<file path="config.mk">
export PLATFORM = sky130hd
export DESIGN_NAME = iram_port_arbiter
export DESIGN_NICKNAME = d
export VERILOG_FILES = /design/src/rtl/iram_port_arbiter.sv
export SDC_FILE = /design/constraint.sdc
export NUM_CORES = 1
export LEC_CHECK = 0
export CAP_MARGIN = 10
export CORE_ASPECT_RATIO = 1.5
export CORE_MARGIN = 4
export CORE_UTILIZATION = 30
export CTS_CLUSTER_SIZE = 20
export DETAILED_ROUTE_END_ITERATION = 6
export PLACE_DENSITY = 0.76
export SYNTH_ARGS = -nofsm -noshare
export SYNTH_HDL_FRONTEND = slang
export SYNTH_SLANG_ARGS = --single-unit
</file>
<file path="constraint.sdc">
create_clock -name clk -period 3.15 [get_ports clk]
set_input_delay 0.945 -clock clk [delete_from_list [all_inputs] [get_ports clk]]
set_output_delay 0.945 -clock clk [all_outputs]
set_load 0.02 [all_outputs]
</file>
<file path="src/rtl/iram_port_arbiter.sv">
// iram_port_arbiter: round-robin arbiter sharing one synchronous-read iram port between the JIT reader and the host loader.
// Optional host priority lock input is enabled by defining IRAM_HOST_LOCK_EN.
module iram_port_arbiter #(
  parameter int IRAM_ADR_SIZE = 12,
  parameter logic [IRAM_ADR_SIZE-1:0] PC_RESET = '0
) (
  input  logic                     clk,
  input  logic                     reset,
  input  logic                     jit_req,
  input  logic                     jit_jump,
  input  logic [IRAM_ADR_SIZE-1:0] jit_jump_adr,
  output logic [IRAM_ADR_SIZE-1:0] jit_pc,
  output logic                     jit_rvalid,
  output logic                     waiting,
`ifdef IRAM_HOST_LOCK_EN
  input  logic                     host_lock,
`endif
  input  logic                     host_req,
  input  logic                     host_we,
  input  logic [IRAM_ADR_SIZE-1:0] host_adr,
  input  logic [7:0]               host_wdata,
  output logic                     host_gnt,
  output logic                     host_rvalid,
  output logic                     iram_en,
  output logic                     iram_we,
  output logic [IRAM_ADR_SIZE-1:0] iram_adr,
  output logic [7:0]               iram_wdata,
  input  logic [7:0]               iram_data
);
  localparam logic JIT = 1'b0, HOST = 1'b1;
  logic last_grant, lock, jit_gnt;
  logic [IRAM_ADR_SIZE-1:0] jit_adr;
`ifdef IRAM_HOST_LOCK_EN
  assign lock = host_lock;
`else
  assign lock = 1'b0;
`endif
  assign jit_adr = jit_jump ? jit_jump_adr : jit_pc;
  assign jit_gnt = ~reset & jit_req & ~lock & (~host_req | last_grant == HOST);
  assign host_gnt = ~reset & host_req & ~jit_gnt;
  assign waiting = reset | (jit_req & ~jit_gnt);
  assign iram_en = jit_gnt | host_gnt;
  assign iram_we = host_gnt & host_we;
  assign iram_adr = jit_gnt ? jit_adr : host_gnt ? host_adr : '0;
  assign iram_wdata = host_gnt ? host_wdata : 8'h00;
  always_ff @(posedge clk) begin
    if (reset) begin
      jit_pc <= PC_RESET;
      jit_rvalid <= 1'b0;
      host_rvalid <= 1'b0;
      last_grant <= HOST;
    end else begin
      jit_pc <= jit_gnt ? jit_adr + IRAM_ADR_SIZE'(1) : jit_jump ? jit_jump_adr : jit_pc;
      jit_rvalid <= jit_gnt;
      host_rvalid <= host_gnt & ~host_we;
      if (iram_en & ~lock) last_grant <= jit_gnt ? JIT : HOST;
    end
  end
endmodule

</file>
==> impl_metrics.json <==
{
  "run_status": "completed",
  "synth-edff-count": 0,
  "setup_violations": 0,
  "drtIter0Drc": 30,
  "ys_ff_latch": 15,
  "critPathRequiredTime_ps": 2200,
  "tightest_slew_ps": 402,
  "synth_area_leaders": "dfxtp_1, mux2i_1, o2bb2ai_1",
  "critPathMostFrequentCell": "buf_6",
  "cts_made_buffers": 3,
  "first_global_vias": 1447,
  "antenna_cells": 0,
  "drive_gt1_frac": 0.366,
  "final_area_mm2": 0.00224,
  "syn2layout_area_growth_pct": 107,
  "synth_flop_cell": "dfxtp_1",
  "vias": 1421,
  "fill_cells": 307,
  "synth_nets": 173,
  "row_count": 26,
  "finalPower_w": 0.000671,
  "leakagePower_nw": 0.982,
  "cp-start-kind": "input port",
  "crit_slowest_cell": "nor3b_4",
  "critPathTopFamily": "buffers and inverters",
  "drcViolationCount": 0,
  "die_area_mm2": 0.00465,
  "place_ws_ps": -734,
  "worstSetupEndpointType": "primary output",
  "io_buffers": 75,
  "grt_first_pass_wirelength_mm": 6.59,
  "netlist.area_leader.share": 0.278,
  "clockRootBuffer": "clkbuf_8",
  "core_area_mm2": 0.00345,
  "die_w_um": 57.0,
  "fmax_mhz": 322,
  "clk_pin_slew_ps": 70,
  "gp_congestion": 0.836,
  "hold_viol": 0,
  "die_h_um": 81.5,
  "max_cap_violations": 0,
  "clock_skew_ps": 2.00,
  "slew_viol_final": 0,
  "cp_cell_sequence": "clkdlybuf4s15_1 -> nor2b_4 -> nand2_2 -> inv_2 -> nor3b_4 -> buf_6 -> buf_6 -> and2_2 -> buf_4",
  "insertion_delay_ps": 260,
  "worst_slack_ps": 39.7,
  "multi_input_area_um2": 808,
  "antenna_found_initial": 0,
  "grt_max_degree": 19,
  "synth_cell_types": 39,
  "hpwlAfterDp_mm": 3.14,
  "async_flop_share": 0,
  "drtAntennaViolNets": 0,
  "cts.sinks": 15,
  "holdWs_ps": 511,
  "ios": 84,
  "ys.warnings.count": 0,
  "cellPowerDensity_mw_per_mm2": 300,
  "cp.arrival_ps": 2170,
  "critPathKind": "input port to primary output",
  "synth_largest_area_cell": "dfxtp_1",
  "ir_worst_vdd_uv": 340,
  "wl_per_cell_um": 15.7,
  "period_needed_ps": 3110,
  "netlist_instances": 126,
  "register_area_um2": 300,
  "path_buf_inv": 5,
  "htree_levels": 1,
  "ys_seq_area_frac": 0.278,
  "slowest_delay_ps": 220,
  "cts_tree": "yes",
  "critPathMaxFanout": 5,
  "firstDrtPassIters": 4,
  "nets": 280,
  "place_area_mm2": 0.00204,
  "slew_headroom": 0.724,
  "start_util": 0.313,
  "synth_area_mm2": 0.00108,
  "hp-class": "flip-flop to flip-flop",
  "syn_avg_cell_area_um2": 8.58,
  "track_usage": 0.179,
  "gr-total-overflow": 0,
  "viasPerCell": 5.19,
  "clockBufferDepth": 2,
  "wirelength_mm": 4.29,
  "post-route-period-util": 0.987
}
[timing repair]
action | 4_1_cts | 5_1_grt
buffers inserted | 4 | 3
cloned | 4 | 0
pin swaps | 1 | 2
setup endpoints to repair | 24 | 22
resized for setup | 123 | 15
hold buffers | 0 | 0
[tightest hold or removal path, cell delays in order, from the launching register on]
cell and delay, ps:
dfxtp_1 330, inv_1 50, o21ai_0 80
[per-stage QoR]
step	TNS, ps	util	std cells
after floorplan	0	-	126
after global placement	-14070	0.592	259
after detailed placement	-16110	0.592	259
after CTS	-28.8	0.630	271
after global routing	-144	0.649	274
final	0	0.649	274
[routing by layer]
| layer | track usage | vias up | wire, µm |
|---|---|---|---|
| li1 | - | 679 | - |
| met1 | 0.178 | 668 | 1500 |
| met2 | 0.360 | 67 | 2420 |
| met3 | 0.0314 | 7 | 296 |
| met4 | 0.0650 | 0 | 72 |
| met5 | 0 | - | 0 |
[flip-flops by register name, indices dropped and copies added, names as in the netlist]
register / cells
jit_pc: 12
host_rvalid: 1
jit_rvalid: 1
last_grant: 1
[Yosys cell counts, types with 3 or more instances]
master,number
clkbuf_1,3
inv_1,5
a22o_1,3
nor2b_1,6
nor3_1,8
o2bb2ai_1,9
a21oi_1,3
nor2_1,8
xnor2_1,3
mux2i_1,11
nor4_1,3
and2_1,10
buf_2,3
dfxtp_1,15
[power breakdown]
part | switching, W | total (W) | internal, W | leakage, nW
Clock | 0.0000777 | 0.000166 | 0.0000879 | 0.0255
Combinational | 0.000127 | 0.000290 | 0.000162 | 0.832
Sequential | 0.0000129 | 0.000216 | 0.000203 | 0.124
Total | 0.000218 | 0.000671 | 0.000453 | 0.982
[layout by cell type, fill, tap and decap left out, types with 3 or more instances in the layout]
| cell type | n |
|---|---|
| nor2_1 | 8 |
| o2bb2ai_2 | 4 |
| buf_6 | 6 |
| nor3_1 | 8 |
| inv_1 | 5 |
| nor2b_1 | 5 |
| buf_4 | 44 |
| dfxtp_1 | 15 |
| a22o_1 | 3 |
| o2bb2ai_1 | 5 |
| mux2i_4 | 4 |
| and2_1 | 4 |
| xnor2_1 | 3 |
| nor4_1 | 3 |
| buf_2 | 5 |
| clkdlybuf4s50_1 | 47 |
| clkbuf_8 | 3 |
| and2_2 | 6 |
| dlygate4sd2_1 | 3 |
| mux2i_1 | 6 |
| a21oi_1 | 3 |
[cell families (layout without fill, tap and decap cells)]
family / after synthesis / after routing / share of synthesized area
and+or+nand+nor: 51 / 51 / 0.292
AOI/OAI and AO/OA: 28 / 28 / 0.203
DFF: 15 / 15 / 0.278
buffers and inverters: 15 / 121 / 0.0694
muxes: 13 / 13 / 0.123
xor gates and xnor gates: 3 / 3 / 0.0243
adders and majority gates: 1 / 1 / 0.0116
[final cells by class]
type | instances | area share
clock inverter | 1 | 0.00224
clock buffer | 3 | 0.0184
multi-input combinational | 96 | 0.361
timing repair buffer | 111 | 0.451
inverter | 6 | 0.0101
sequential | 15 | 0.134
tap | 42 | 0.0235
[final timing paths]
| kind | slack (ps) | from | depth (start not counted) | end |
|---|---|---|---|---|
| worst max-delay path | 40 | jit_req | 9 | iram_wdata[3] |
| worst min register to register | 510 | last_grant$_SDFFE_PP1P_ | 2 | last_grant$_SDFFE_PP1P_ |
| worst max register to register | 970 | jit_pc[1]$_SDFF_PP0_ | 7 | jit_pc[8]$_SDFF_PP0_ |
| worst min-delay path | 510 | last_grant$_SDFFE_PP1P_ | 2 | last_grant$_SDFFE_PP1P_ |
Note: power is estimated with default switching activity, not from simulation.
